$ cat src/rtl/clk_div_bank_pkg.sv
// Shared types and ratio helpers for the programmable clock divider bank.
package clk_div_pkg;

  localparam int unsigned MIN_RATIO = 2;

  typedef enum logic [1:0] {
    CH_IDLE = 2'd0,
    CH_RUN  = 2'd1,
    CH_STOP = 2'd2
  } ch_state_t;

  function automatic int unsigned eff_ratio(input int unsigned v);
    return (v < MIN_RATIO) ? MIN_RATIO : v;
  endfunction

  // Odd ratios put the extra cycle in the high phase.
  function automatic int unsigned high_len(input int unsigned r);
    return (r + 1) / 2;
  endfunction

endpackage

$ cat src/rtl/clk_div_bank_if.sv
// Control and status bundle between the divider bank and its controller.
interface clk_div_bank_if #(
  parameter int NUM_CH  = 3,
  parameter int RATIO_W = 8
);
  logic [NUM_CH*RATIO_W-1:0] i_ratio;
  logic [NUM_CH-1:0]         i_ratio_load;
  logic [NUM_CH-1:0]         i_en;
  logic                      i_sync;
  logic [NUM_CH-1:0]         o_div_clk;
  logic [NUM_CH-1:0]         o_locked;

  modport master (output i_ratio, i_ratio_load, i_en, i_sync,
                  input  o_div_clk, o_locked);
  modport slave  (input  i_ratio, i_ratio_load, i_en, i_sync,
                  output o_div_clk, o_locked);
endinterface

$ cat src/rtl/clk_div_bank_chan.sv
// One divider channel: run/stop FSM, period counter, pending ratio and lock flag.
module clk_div_chan
  import clk_div_pkg::*;
#(
  parameter int RATIO_W       = 8,
  parameter int DEFAULT_RATIO = 10
) (
  input  logic               clk,
  input  logic               rst,
  input  logic [RATIO_W-1:0] ratio_in,
  input  logic               load,
  input  logic               en,
  input  logic               sync,
  output logic               div_clk,
  output logic               locked
);

  localparam logic [RATIO_W-1:0] RST_RATIO = RATIO_W'(eff_ratio(32'(DEFAULT_RATIO)));

  ch_state_t          state;
  logic [RATIO_W-1:0] cnt, ratio, pend;
  logic               pend_vld;

  logic [RATIO_W-1:0] ld_ratio, nxt_ratio, nxt_cnt, hi_len;
  logic               wrap;

  always_comb begin
    ld_ratio  = RATIO_W'(eff_ratio(32'(ratio_in)));
    nxt_ratio = load ? ld_ratio : (pend_vld ? pend : ratio);
    nxt_cnt   = cnt + 1'b1;
    hi_len    = RATIO_W'(high_len(32'(ratio)));
    wrap      = (state != CH_IDLE) && (cnt == ratio - 1'b1);
  end

  always_ff @(posedge clk or posedge rst) begin
    if (rst) begin
      state    <= CH_IDLE;
      cnt      <= '0;
      ratio    <= RST_RATIO;
      pend     <= '0;
      pend_vld <= 1'b0;
      div_clk  <= 1'b0;
      locked   <= 1'b0;
    end else if (state == CH_IDLE) begin
      // Idle channels take a new ratio straight away; no period is in flight.
      ratio    <= nxt_ratio;
      pend_vld <= 1'b0;
      locked   <= 1'b0;
      if (en) begin
        state   <= CH_RUN;
        cnt     <= 1;
        div_clk <= 1'b1;
      end else begin
        cnt     <= '0;
        div_clk <= 1'b0;
      end
    end else if (sync) begin
      ratio    <= nxt_ratio;
      pend_vld <= 1'b0;
      cnt      <= 1;
      div_clk  <= 1'b1;
      locked   <= 1'b0;
      state    <= en ? CH_RUN : CH_STOP;
    end else if (wrap) begin
      // Period boundary: the only place a running channel changes ratio.
      ratio    <= nxt_ratio;
      pend_vld <= 1'b0;
      cnt      <= '0;
      if (en) begin
        state   <= CH_RUN;
        div_clk <= 1'b1;
        locked  <= !load && !pend_vld;
      end else begin
        state   <= CH_IDLE;
        div_clk <= 1'b0;
        locked  <= 1'b0;
      end
    end else begin
      cnt     <= nxt_cnt;
      div_clk <= nxt_cnt < hi_len;
      state   <= en ? CH_RUN : CH_STOP;
      if (load) begin
        pend     <= ld_ratio;
        pend_vld <= 1'b1;
      end
      if (load || !en) locked <= 1'b0;
    end
  end

endmodule

$ cat src/rtl/clk_div_bank.sv
// Bank of NUM_CH independent programmable clock dividers sharing one sync strobe.
module clk_div_bank
  import clk_div_pkg::*;
#(
  parameter int NUM_CH        = 3,
  parameter int RATIO_W       = 8,
  parameter int DEFAULT_RATIO = 10
) (
  input  logic           Ref_Clk,
  input  logic           Rst,
  clk_div_bank_if.slave  bus
);

  logic [NUM_CH-1:0][RATIO_W-1:0] ratio_v;
  logic [NUM_CH-1:0]              div_clk, locked;

  assign ratio_v = bus.i_ratio;

  for (genvar c = 0; c < NUM_CH; c++) begin : g_ch
    clk_div_chan #(
      .RATIO_W      (RATIO_W),
      .DEFAULT_RATIO(DEFAULT_RATIO)
    ) u_chan (
      .clk     (Ref_Clk),
      .rst     (Rst),
      .ratio_in(ratio_v[c]),
      .load    (bus.i_ratio_load[c]),
      .en      (bus.i_en[c]),
      .sync    (bus.i_sync),
      .div_clk (div_clk[c]),
      .locked  (locked[c])
    );
  end

  assign bus.o_div_clk = div_clk;
  assign bus.o_locked  = locked;

endmodule

$ cat src/flat_wrapper.sv
// flat-port wrapper written by rule: the top's interface ports become plain ports
module clk_div_bank_flat import clk_div_pkg::*;
#(
  parameter int NUM_CH        = 3,
  parameter int RATIO_W       = 8,
  parameter int DEFAULT_RATIO = 10
)
  (Ref_Clk, Rst, bus_i_ratio, bus_i_ratio_load, bus_i_en, bus_i_sync, bus_o_div_clk, bus_o_locked);
  clk_div_bank_if #(.NUM_CH(NUM_CH), .RATIO_W(RATIO_W)) bus_i ();
  input  logic Ref_Clk;
  input  logic Rst;
  input wire logic [$bits(bus_i.i_ratio)-1:0] bus_i_ratio;
  input wire logic [$bits(bus_i.i_ratio_load)-1:0] bus_i_ratio_load;
  input wire logic [$bits(bus_i.i_en)-1:0] bus_i_en;
  input wire logic [$bits(bus_i.i_sync)-1:0] bus_i_sync;
  output wire logic [$bits(bus_i.o_div_clk)-1:0] bus_o_div_clk;
  output wire logic [$bits(bus_i.o_locked)-1:0] bus_o_locked;
  assign bus_i.i_ratio = bus_i_ratio;
  assign bus_i.i_ratio_load = bus_i_ratio_load;
  assign bus_i.i_en = bus_i_en;
  assign bus_i.i_sync = bus_i_sync;
  assign bus_o_div_clk = bus_i.o_div_clk;
  assign bus_o_locked = bus_i.o_locked;
  clk_div_bank #(.NUM_CH(NUM_CH), .RATIO_W(RATIO_W), .DEFAULT_RATIO(DEFAULT_RATIO)) u_core (.Ref_Clk(Ref_Clk), .Rst(Rst), .bus(bus_i));
endmodule
$ cat config.mk
export PLATFORM = sky130hd
export DESIGN_NAME = clk_div_bank_flat
export DESIGN_NICKNAME = d
export VERILOG_FILES = /design/src/rtl/clk_div_bank_pkg.sv /design/src/rtl/clk_div_bank_if.sv /design/src/rtl/clk_div_bank_chan.sv /design/src/rtl/clk_div_bank.sv /design/src/flat_wrapper.sv
export SDC_FILE = /design/constraint.sdc
export NUM_CORES = 1
export LEC_CHECK = 0
export CAP_MARGIN = 20
export CORE_AREA = 4 4 106 108
export CTS_BUF_LIST = sky130_fd_sc_hd__clkbuf_16
export DETAILED_ROUTE_END_ITERATION = 12
export DIE_AREA = 0 0 110 112
export HOLD_SLACK_MARGIN = 0.02
export PLACE_DENSITY = 0.76
export SLEW_MARGIN = 10
export SYNTH_ARGS = -nofsm -noshare
export SYNTH_HDL_FRONTEND = slang
export SYNTH_SLANG_ARGS = --single-unit
$ cat constraint.sdc
create_clock -name Ref_Clk -period 2.8 [get_ports Ref_Clk]
set_clock_uncertainty 0.2 [all_clocks]
set_input_delay 0.56 -clock Ref_Clk [delete_from_list [all_inputs] [get_ports Ref_Clk]]
set_output_delay 0.56 -clock Ref_Clk [all_outputs]
set_load 0.05 [all_outputs]
Word level (Yosys, flattened, before mapping)
Cells that the tools add are included.
{ "classes": {"n_addsub": 9, "muxes": 87, "order_cmp": 6, "bitwise": 7, "eq_ne": 6, "n_reduce_logical": 36} }
{ "ops": {"columns": ["op", "count"], "rows": [
  ["$mux 8", 27],
  ["$mux 1", 45],
  ["$mux 2", 15],
  ["$add 8x1->9 const B", 3],
  ["$add 8x1->8 const B", 3],
  ["$eq 8x8->1", 3],
  ["$lt 8x2->1 const B", 3],
  ["$lt 8x8->1", 3],
  ["$reduce_bool 4->1", 6],
  ["$sub 8x1->8 const B", 3],
  ["$reduce_and 4->1", 3],
  ["$logic_not 1->1", 9],
  ["$reduce_bool 3->1", 3],
  ["$not 1->1", 7],
  ["$logic_and 1x1->1", 6],
  ["$logic_not 2->1", 3],
  ["$ne 2x2->1 const B", 3],
  ["$reduce_bool 2->1", 3],
  ["$logic_or 1x1->1", 3]
]} }
{ "word_totals": {"output_inout_bits": 6, "elab_cells": 172, "inputBits": 33, "reg_bits": 87} }

Longest topological paths before layout
Gate-level depths: netlist of run 1.
{ "logic_depth": {"depth_word": 6, "ltp_mapped": 11, "ltp_nobuf": 10} }

By module
A second synthesis of run 1 with hierarchy kept.
{ "unflattened": {"cells_unflattened": 639, "hier_area_um2": 5923.2} }
{ "modules_own_cells": {"columns": ["module", "seq_area_each_um2", "cells_each", "n_inst", "area_each_um2"], "rows": [
  ["clk_div_chan", 728.2, 213, 3, 1974.4]
]} }

Worst setup path before layout of run 1
OpenSTA, ideal clock, no wires.
{ "synth_timing": {"path_type": "flip-flop to flip-flop", "startpoint": "register u_core.g_ch[2].u_chan.ratio[1]", "endpoint": "register u_core.g_ch[2].u_chan.pend[0]", "path_slack_ns": 0.031, "stages_incl_launch_ff": 10, "path_buffers": 1, "arrival_time_ns": 2.444, "setup_ns": 0.125, "path_cell_list": "dfstp_2 inv_1 ha_1 and2_1 o21ai_0 a31oi_1 o41ai_2 or2_1 buf_2 mux2_2"} }
{ "synth_between": {"elab_chain_cells": 5} }
{ "synth_rtl": {"columns": ["element", "line_no", "source"], "rows": [
  ["start, declared", "clk_div_bank_chan.sv:21", "logic [RATIO_W-1:0] cnt, ratio, pend;"],
  ["start signal, assigned", "clk_div_bank_chan.sv:46", "ratio <= nxt_ratio;"],
  ["start signal, assigned", "clk_div_bank_chan.sv:58", "ratio <= nxt_ratio;"],
  ["start signal, assigned", "clk_div_bank_chan.sv:66", "ratio <= nxt_ratio;"],
  ["$sub 8x1->8", "clk_div_bank_chan.sv:32", "wrap = (state != CH_IDLE) && (cnt == ratio - 1'b1);"],
  ["$eq 8x8->1", "clk_div_bank_chan.sv:32", null],
  ["$logic_and 1x1->1", "clk_div_bank_chan.sv:32", null],
  ["$not 1->1 (no line)", null, null],
  ["$reduce_and 4->1 (no line)", null, null],
  ["end signal, assigned", "clk_div_bank_chan.sv:83", "pend <= ld_ratio;"],
  ["end, declared", "clk_div_bank_chan.sv:21", null]
]} }
Every way passes these cells.
A chain may end at the register's enable or synchronous reset.

Worst setup path after layout of run 1
{ "layout_timing": {"startpoint": "register u_core.g_ch[1].u_chan.ratio[1]", "endpoint": "register u_core.g_ch[1].u_chan.pend[0]"} }
{ "layout_between": {"elab_chain_cells": 5} }
{ "layout_rtl": {"columns": ["element", "line_no"], "rows": [
  ["start, declared", "clk_div_bank_chan.sv:21"],
  ["start signal, assigned", "clk_div_bank_chan.sv:46"],
  ["start signal, assigned", "clk_div_bank_chan.sv:58"],
  ["start signal, assigned", "clk_div_bank_chan.sv:66"],
  ["$sub 8x1->8", "clk_div_bank_chan.sv:32"],
  ["$eq 8x8->1", "clk_div_bank_chan.sv:32"],
  ["$logic_and 1x1->1", "clk_div_bank_chan.sv:32"],
  ["$not 1->1 (no line)", null],
  ["$reduce_and 4->1 (no line)", null],
  ["end signal, assigned", "clk_div_bank_chan.sv:83"],
  ["end, declared", "clk_div_bank_chan.sv:21"]
]} }
Every way passes these cells.

==> results of run 1 <==
-- logic make-up (layout without fill, tap and decap cells) --
kind of cell,count (synthesis),in the layout
xor gates and xnor gates,63,63
muxes,23,23
buffers and inverters,53,102
AOI/OAI and AO/OA,111,111
adders and majority gates,30,30
and+or+nand+nor,170,170
DFF,87,87
-- cells in the mapped netlist, types with 2 or more instances --
| cell | n |
|---|---|
| ha_1 | 30 |
| buf_4 | 8 |
| o2111a_1 | 2 |
| nand4_1 | 6 |
| a21o_1 | 6 |
| nor2_4 | 2 |
| o221a_1 | 2 |
| and3b_1 | 2 |
| or4_4 | 2 |
| a2111oi_4 | 2 |
| a2111o_1 | 2 |
| a211oi_1 | 4 |
| o21ai_0 | 13 |
| dfrtp_1 | 81 |
| a311oi_2 | 2 |
| xnor2_1 | 33 |
| dfstp_2 | 6 |
| nand2_1 | 23 |
| nor4_1 | 4 |
| a21boi_0 | 3 |
| nor2_1 | 38 |
| and2_1 | 5 |
| o31ai_2 | 2 |
| a2bb2oi_2 | 5 |
| o21ba_2 | 2 |
| or3b_1 | 2 |
| nor2b_1 | 9 |
| a21oi_1 | 8 |
| buf_6 | 2 |
| a22oi_1 | 5 |
| xor2_1 | 30 |
| mux2_1 | 13 |
| clkbuf_1 | 18 |
| buf_1 | 3 |
| o21a_1 | 4 |
| o22ai_1 | 23 |
| buf_2 | 6 |
| a2bb2oi_1 | 16 |
| inv_1 | 13 |
| mux2_2 | 9 |
| clkinv_1 | 3 |
| nand3_1 | 27 |
| and3_1 | 21 |
| nor3_1 | 16 |
| nand2b_1 | 5 |
-- power groups by stage --
stage / clock, W / sequential (W) / combinational (W)
global placement: 0 / 0.00160 / 0.000838
global route: 0.00131 / 0.00162 / 0.00107
finish: 0.00122 / 0.00160 / 0.000963
detailed placement: 0 / 0.00161 / 0.000879
CTS: 0.00124 / 0.00159 / 0.000901
floorplan: 0 / 0.00151 / 0.000728
-- final cells by class --
| class | count | area share |
|---|---|---|
| Timing Repair Buffer | 70 | 0.1011 |
| Sequential cell | 87 | 0.3331 |
| Clock inverter | 7 | 0.01183 |
| Inverter | 16 | 0.009731 |
| Tap cell | 136 | 0.02595 |
| Multi-Input combinational cell | 397 | 0.4839 |
| Clock buffer | 9 | 0.03434 |
-- what timing repair did --
| item | CTS | global route |
|---|---|---|
| endpoints found under the setup margin | 11 | 53 |
| pin swaps | 2 | 20 |
| setup buffers | 2 | 12 |
| resized for setup | 4 | 34 |
-- worst reg2reg max path: stages, from the launching register on --
cell,delay (ps)
dfstp_2,410
buf_6,120
or4_4,550
o221a_1,280
a311oi_2,390
a2111o_1,390
buf_6,180
nand2_8,90
o31ai_4,190
-- path summary, 6_finish.rpt --
check	from	to	slack, ps	depth (start not counted)
setup / recovery	u_core.g_ch[1].u_chan.ratio[1]	u_core.g_ch[1].u_chan.pend[0]	-70	8
hold / removal	u_core.g_ch[0].u_chan.pend[5]	u_core.g_ch[0].u_chan.pend[5]	290	1
setup reg to reg	u_core.g_ch[1].u_chan.ratio[1]	u_core.g_ch[1].u_chan.pend[0]	-70	8
hold reg to reg	u_core.g_ch[0].u_chan.pend[5]	u_core.g_ch[0].u_chan.pend[5]	290	1
max in group asynchronous	Rst	u_core.g_ch[2].u_chan.ratio[3]	1510	3
min in group asynchronous	Rst	u_core.g_ch[1].u_chan.pend[5]	490	3
-- through the flow --
| stage | setup slack [ps] | util | hold WS [ps] | setup TNS (ps) |
|---|---|---|---|---|
| 2_1_floorplan | 31.30 | - | 258.5 | 0 |
| 4_1_cts | 2.023 | 0.6180 | 293.2 | 0 |
| 3_5_place_dp | -100.6 | 0.5849 | 280.5 | -117.0 |
| 5_1_grt | -125.0 | 0.6409 | 309.4 | -1862 |
| 3_3_place_gp | -61.15 | 0.5849 | 268.0 | -61.15 |
| 6_report | -72.64 | 0.6409 | 292.5 | -501.2 |
-- routing by layer --
layer  up-vias  wire [um]
li1       2026          -
met1      2104       5599
met2        69       6396
met3        11        321
met4         0        154
met5         -          0
-- state kept, by name, summed over array words and instances, names as in the netlist --
signal / flops
u_core.g_ch.u_chan.locked: 3
u_core.g_ch.u_chan.pend: 24
u_core.g_ch.u_chan.state: 6
u_core.g_ch.u_chan.ratio: 24
u_core.g_ch.u_chan.pend_vld: 3
u_core.g_ch.u_chan.cnt: 24
u_core.g_ch.u_chan.div_clk: 3
-- placed cells by master, fill, tap and decap left out, types with 22 or more instances in the layout --
master           instances
nor2_1                  35
xor2_1                  30
clkdlybuf4s50_1         38
nand3_1                 26
nand2_1                 22
dfrtp_1                 81
buf_4                   23
xnor2_1                 33
o22ai_1                 23
ha_1                    26
==> results.cfg, run 1 <==
[clock_network]
cts_tree = yes
clock_latency_ps = 340
htreeDepth = 3
postCtsHoldBufs = 0
cts.sinks = 87
cts_root_buf = clkbuf_16
cts_inserted_buffers = 9
cts_buffer_depth = 2
cts.clk_slew.worst_paths_ps = 70

[sta]
slew_headroom = 0.6595
worst_pin_slew_ps = 509.2
hold_violations = 0
min_period_over_period = 1.026
finalCriticalPeriod_ps = 2873
final-setup-viol-count = 13
fmax_ghz = 0.3481
rsz0062_at_grt = yes
final-max-slew-violation-count = 0
fin_ws_ps = -72.64

[critical_path]
startpoint_type = register
critPathMostFrequentCell = buf_6
critPathCaptureType = register
critPathTopFamily = compound AO/OA/AOI/OAI gates
worstPathRequired_ps = 2850
path_buf_inv = 2
path_max_fanout = 10
critPathArrivalTime_ps = 2920
max_stage_delay_ps = 550
cp_slowest_cell = or4_4
path_class = register to register
crit_chain = buf_6, or4_4, o221a_1, a311oi_2, a2111o_1, buf_6, nand2_8, o31ai_4

[placement]
place_congestion = 0.8635
port_buffers = 38
hpwl_mm = 8.699
placed_area_sq_um = 5984
placed_cells = 692

[layout]
layout-drive-gt1-share = 0.1877
fin_cells = 722
final_area_sq_um = 6558
fin_nets = 644
antenna_cells = 0
multi_input_area_sq_um = 3173
area_growth_pct = 19.79
fill_cells = 802
ff_latch_area_sq_um = 2185

[global_routing]
antenna_found_initial = 0
use_met3 = 0.03594
track_usage = 0.2064
busiest_layer = met2
met2_usage = 0.3406
grt_pass1_wl_mm = 20.51
first_global_vias = 4274
grt_max_degree = 88
met1_usage = 0.2802
overflow = 0

[floorplanning]
die_height_um = 112
dieWidth_um = 110
rows = 37
initial_core_util = 0.5350
die-area_sq_um = 12320
fp.coreArea_sq_um = 10230
ios = 39

[min_path]
worstHoldPathType = register to register

[yosys]
ys_ff_latch = 87
netlist_area_sq_um = 5474
yosys.area_share.adder = 0.06857
seq_area_frac_synth = 0.3991
synth-async-reset-ratio = 1.000
synth_xor_xnor_area_share = 0.1008
synth_compound_area_frac = 0.1717
syn_area_per_cell_sq_um = 10.19
synth_top_family_by_area = compound AO/OA/AOI/OAI gates
ys_types = 64
synthTopCellsByArea = dfrtp_1, ha_1, xnor2_1
synth_nets = 600
synth_top_area_frac = 0.3703
synth_top_area_cell = dfrtp_1
synth-simple-area-share = 0.1669
muxShareOfSynthArea = 0.04709
ys.flop_type = dfrtp_1
synth_edf_count = 0
synthCells = 537
ys_warn_count = 0

[detailed_routing]
via_count = 4210
drtAntennaViolNets = 0
drc = 0
finalWirelength_mm = 12.47
drt_iter0_markers = 204
routed_via_density = 5.831
drt_first_pass_iters = 4
wl_per_cell_um = 17.27

[power_and_ir_drop]
power_frac_seq = 0.422
combPwrFrac = 0.254
vdd_drop_max_mv = 0.3009
p_int_w = 0.002605
switchingPower_w = 0.001181
power_density_nw_per_um2 = 577.4
power.clock.fraction = 0.324
p_total_w = 0.003786
leakage_nw = 2.816
swShare = 0.3119

[outcome]
status = complete, but fails checks
failed_checks = setup timing

[flow_run]
drv_cap = 0
No activity file was read; power rests on OpenSTA's default activity.
==> run 2, diff against run 1 <==
--- a/config.mk
+++ b/config.mk
@@ -6,12 +6,12 @@
 export NUM_CORES = 1
 export LEC_CHECK = 0
 export CAP_MARGIN = 20
-export CORE_AREA = 4 4 106 108
+export CORE_AREA = 4 4 98 100
 export CTS_BUF_LIST = sky130_fd_sc_hd__clkbuf_16
 export DETAILED_ROUTE_END_ITERATION = 12
-export DIE_AREA = 0 0 110 112
+export DIE_AREA = 0 0 102 104
 export HOLD_SLACK_MARGIN = 0.02
-export PLACE_DENSITY = 0.76
+export PLACE_DENSITY = 0.84
 export SLEW_MARGIN = 10
 export SYNTH_ARGS = -nofsm -noshare
 export SYNTH_HDL_FRONTEND = slang
==> constraint.sdc (replaced) <==
create_clock -name Ref_Clk -period 3.36 [get_ports Ref_Clk]
set_clock_uncertainty 0.2 [all_clocks]
set_input_delay 0.672 -clock Ref_Clk [delete_from_list [all_inputs] [get_ports Ref_Clk]]
set_output_delay 0.672 -clock Ref_Clk [all_outputs]
set_load 0.05 [all_outputs]
==> run 2 against run 1 <==
Effect of this change: the flow now finishes without violations; core utilization rose by 6.8 points; clock power fell by 18%; combinational power is 26% lower; largest cell class unchanged; critical endpoint is now u_core.g_ch[2].u_chan.ratio[0].
==> results.cfg, run 2 (synthesized netlist as in run 1, its figures left out) <==
[placement]
place_congestion = 0.8689
hpwl_mm = 8.542
port_buffers = 38
placed_cells = 651

[min_path]
whs_path_depth = 1
worstHoldPathType = register to register
holdPathEnd = u_core.g_ch[1].u_chan.pend[3]
min_from = u_core.g_ch[1].u_chan.pend[3]

[critical_path]
ff2ff_path_depth = 9
rrSetupSlack_ps = 300
path_max_fanout = 15
worstPathRequired_ps = 3350
startpoint_type = register
path_class = register to register
reg2reg_from = u_core.g_ch[2].u_chan.ratio[1]
worstReg2RegEnd = u_core.g_ch[2].u_chan.ratio[0]
critPathArrivalTime_ps = 3050
critPathCaptureType = register

[floorplanning]
die-area_sq_um = 10610
die_height_um = 104
dieWidth_um = 102
initial_core_util = 0.6308
ios = 39
fp.coreArea_sq_um = 8678
rows = 34

[clock_network]
clock_latency_ps = 330
cts_resized = 0
cts.clk_slew.worst_paths_ps = 70
postCtsHoldBufs = 0
htreeDepth = 3
cts.sinks = 87
cts_root_buf = clkbuf_16
cts_tree = yes
cts_buffer_depth = 2
cts_inserted_buffers = 9
post_cts_buffers = 0

[layout]
fin_nets = 617
antenna_cells = 0
ff_latch_area_sq_um = 2185
final_cell_mix = dfrtp_1, nor2_1, clkdlybuf4s50_1
fin_cells = 667
area_growth_pct = 12.32
layout-drive-gt1-share = 0.1055
top_regs = u_core.g_ch.u_chan.cnt (24), u_core.g_ch.u_chan.pend (24), u_core.g_ch.u_chan.ratio (24)
fill_cells = 619
layout_commonest_cell = dfrtp_1
multi_input_area_sq_um = 3038

[detailed_routing]
via_count = 4138
finalWirelength_mm = 11.85
drc = 0
wl_per_cell_um = 17.77
drt_first_pass_iters = 4
drt_iter0_markers = 266
drtAntennaViolNets = 0
routed_via_density = 6.204

[sta]
final-max-slew-violation-count = 0
hold_violations = 0
min_period_over_period = 0.9110
worst_pin_slew_ps = 576.9
fmax_ghz = 0.3267
final-setup-viol-count = 0
rsz0062_at_grt = no
slew_headroom = 0.6118
finalCriticalPeriod_ps = 3061
setup-tns-final_ps = 0

[outcome]
status = finished clean

[power_and_ir_drop]
leakage_nw = 2.680
power_density_nw_per_um2 = 496.5
vdd_drop_max_mv = 0.3294

[global_routing]
antenna_found_initial = 0
first_global_vias = 4131
grt_pass1_wl_mm = 19.84
overflow = 0
track_usage = 0.2304
grt_max_degree = 64

[flow_run]
drv_cap = 0
==> run 2: cell count changes in the layout (fill, tap and decap cells not counted), sizes merged <==
cell / delta
buf: -27
clkinv: +3
clkinvlp: -2
inv: -1
==> run 2: critical path, stage by stage (launching register included) <==
cell	delay, ps
dfstp_2	580
inv_1	90
ha_1	220
and2_1	170
o21ai_0	190
a31oi_1	160
o41ai_2	400
buf_4	280
nor2b_1	480
o22ai_1	160
==> run 2: report_power, final <==
group	internal (W)	switching, W	total [W]
combinational	0.000351	0.000362	0.000713
clock	0.000579	0.000420	0.000999
sequential	0.00118	0.000162	0.00134
==> run 2: stage by stage <==
step	hold WS (ps)	power [W]	cell area (sq um)	util	worst slack, ps
after floorplan	258.5	0.001865	5474	-	247.7
after global placement	268.1	0.002008	5849	0.6740	446.9
after detailed placement	275.0	0.002057	5849	0.6740	304.0
after CTS	289.2	0.003052	6148	0.7085	294.6
after global routing	297.2	0.003197	6148	0.7085	40.53
final	289.4	0.003053	6148	0.7085	299.0
==> run 2: layout make-up <==
class	instances	share of cell area
multi-input cells	397	0.4941
flip-flops and latches	87	0.3553
repair buffers	43	0.07000
clock buffers	9	0.03663
well taps	108	0.02198
clock inverters	7	0.01201
inverters	16	0.009972
==> run 2: metal layers <==
layer | global-route usage | vias up | routed length (um)
met1 | 0.3139 | 2055 | 5280
met4 | 0.07216 | 0 | 182
met5 | 0 | - | 0
li1 | - | 1972 | -
met3 | 0.03152 | 22 | 437
met2 | 0.3784 | 89 | 5953
==> run 2: how the worst max path moves through the flow <==
stage | startpoint | end | slack [ps] | depth (start not counted)
global route | u_core.g_ch[2].u_chan.ratio[1] | u_core.g_ch[2].u_chan.ratio[0] | 40 | 9
global placement | u_core.g_ch[0].u_chan.ratio[0] | u_core.g_ch[0].u_chan.ratio[7] | 450 | 8
detailed placement | u_core.g_ch[2].u_chan.ratio[1] | u_core.g_ch[2].u_chan.ratio[0] | 300 | 9
finish | u_core.g_ch[2].u_chan.ratio[1] | u_core.g_ch[2].u_chan.ratio[0] | 300 | 9
floorplan | Rst | u_core.g_ch[0].u_chan.cnt[0] | 250 | 1
CTS | u_core.g_ch[2].u_chan.ratio[1] | u_core.g_ch[2].u_chan.ratio[7] | 290 | 9
==> run 3, diff against run 2 <==
--- a/config.mk
+++ b/config.mk
@@ -11,7 +11,7 @@
 export DETAILED_ROUTE_END_ITERATION = 12
 export DIE_AREA = 0 0 102 104
 export HOLD_SLACK_MARGIN = 0.02
-export PLACE_DENSITY = 0.84
+export PLACE_DENSITY_LB_ADDON = 0.25
 export SLEW_MARGIN = 10
 export SYNTH_ARGS = -nofsm -noshare
 export SYNTH_HDL_FRONTEND = slang
==> run 3 against run 2 <==
Effect of this change: die area stayed put; flip-flop and latch count stayed put; count of clock-buffer cells in the layout stayed put; final cell count is 0.15% higher; hold slack better by 1.4 ps; worst setup slack better by 60 ps; clock power hardly changed; register-to-register slack better by 60 ps; critical path type unchanged.
==> results.cfg, run 3 (synthesized netlist as in run 1, its figures left out) <==
[outcome]
status = finished clean

[detailed_routing]
drc = 0
drtAntennaViolNets = 0
via_count = 4121
drt_iter0_markers = 129
drt_first_pass_iters = 5
finalWirelength_mm = 11.33
routed_via_density = 6.169
wl_per_cell_um = 16.96

[critical_path]
critPathCaptureType = register
critPathTopFamily = simple AND/OR/NAND/NOR gates
path_max_fanout = 11
worstPathRequired_ps = 3380
startpoint_type = register
reg2reg_from = u_core.g_ch[0].u_chan.ratio[0]
path_buf_inv = 1
worstReg2RegEnd = u_core.g_ch[0].u_chan.ratio[7]
ff2ff_path_depth = 8
cp_slowest_cell = a2111o_1
path_class = register to register
critical_path_depth = 8
rrSetupSlack_ps = 360
critPathArrivalTime_ps = 3020
startpoint = u_core.g_ch[0].u_chan.ratio[0]
max_stage_delay_ps = 560
crit_chain = inv_1, ha_1, or3b_1, nor3_1, xnor2_1, a2111o_1, nand2_1, o2bb2a_1

[sta]
final-setup-viol-count = 0
finalCriticalPeriod_ps = 3001
rsz0062_at_grt = no
setup-tns-final_ps = 0
fmax_ghz = 0.3333
min_period_over_period = 0.8930
final-max-slew-violation-count = 0
fin_ws_ps = 359.4
hold_violations = 0
slew_headroom = 0.6519
worst_pin_slew_ps = 517.3

[placement]
place_congestion = 0.8882
hpwl_mm = 8.271
pre_cts_ws_ps = 308.7
port_buffers = 38

[floorplanning]
die-area_sq_um = 10610
rows = 34
initial_core_util = 0.6308
dieWidth_um = 102
die_height_um = 104
ios = 39
fp.coreArea_sq_um = 8678

[layout]
fin_nets = 618
antenna_cells = 0
top_regs = u_core.g_ch.u_chan.cnt (24), u_core.g_ch.u_chan.pend (24), u_core.g_ch.u_chan.ratio (24)
layout_commonest_cell = dfrtp_1
layout-drive-gt1-share = 0.1089
post-route-util = 0.7104
final_cell_mix = dfrtp_1, nor2_1, clkdlybuf4s50_1
area_growth_pct = 12.62

[power_and_ir_drop]
p_total_w = 0.003046
vdd_drop_max_mv = 0.3248
leakage_nw = 2.686
power_density_nw_per_um2 = 494.1

[clock_network]
postCtsHoldBufs = 0
cts_buffer_depth = 2
htreeDepth = 3
cts_root_buf = clkbuf_16
cts_tree = yes
cts.clk_slew.worst_paths_ps = 60
cts.sinks = 87
clock_latency_ps = 330
cts_inserted_buffers = 9

[flow_run]
drv_cap = 0

[min_path]
whs_path_depth = 1
worstHoldPathType = register to register
min_from = u_core.g_ch[0].u_chan.pend[2]
holdPathEnd = u_core.g_ch[0].u_chan.pend[2]

[global_routing]
grt_pass1_wl_mm = 19.60
antenna_found_initial = 0
grt_max_degree = 88
track_usage = 0.2260
first_global_vias = 4029
overflow = 0
-- run 3: cell count changes in the layout (fill, tap and decap cells not counted) --
cell	change
buf_4	+1
clkinv_1	+1
clkinv_2	-1
inv_1	-1
inv_8	+1
nor2b_1	-1
nor2b_2	+1
-- run 3: how the worst max path moves through the flow --
stage,slack (ps),to
floorplan,250,u_core.g_ch[0].u_chan.cnt[0]
global placement,450,u_core.g_ch[1].u_chan.ratio[0]
detailed placement,310,u_core.g_ch[2].u_chan.ratio[0]
CTS,270,u_core.g_ch[2].u_chan.ratio[0]
global route,80,u_core.g_ch[2].u_chan.ratio[1]
finish,360,u_core.g_ch[0].u_chan.ratio[7]
-- run 3: what timing repair did --
item	in CTS	in global routing
hold endpoints to repair	0	0
resized for setup	0	1
setup buffers	0	0
setup endpoints to repair	0	8
-- run 3: where the power goes --
| part | internal (W) | switching, W |
|---|---|---|
| sequential | 0.00118 | 0.000166 |
| combinational | 0.000348 | 0.000335 |
| clock | 0.000586 | 0.000432 |
-- run 3: area by class of cell --
class | instances | area (sq um)
clock buffers | 9 | 225.2
clock inverters | 7 | 80.08
fillers | 637 | 2514
inverters | 16 | 61.31
multi-input cells | 397 | 3040
flip-flops and latches | 87 | 2185
well taps | 108 | 135.1
repair buffers | 44 | 437.9
-- run 3: stage by stage --
stage | hold WS (ps) | instances | cell area, sq um
2_1_floorplan | 258.5 | 537 | 5474
5_1_grt | 299.4 | 668 | 6165
6_report | 290.9 | 668 | 6165
4_1_cts | 294.0 | 668 | 6162
3_3_place_gp | 269.3 | 652 | 5857
3_5_place_dp | 278.0 | 652 | 5857
-- run 3: routing by layer --
metal	up-vias	global-route usage	part of all wire
li1	1972	-	-
met1	2040	0.3260	0.46
met2	94	0.3584	0.49
met3	15	0.02549	0.038
met4	0	0.06373	0.015
met5	-	0	0
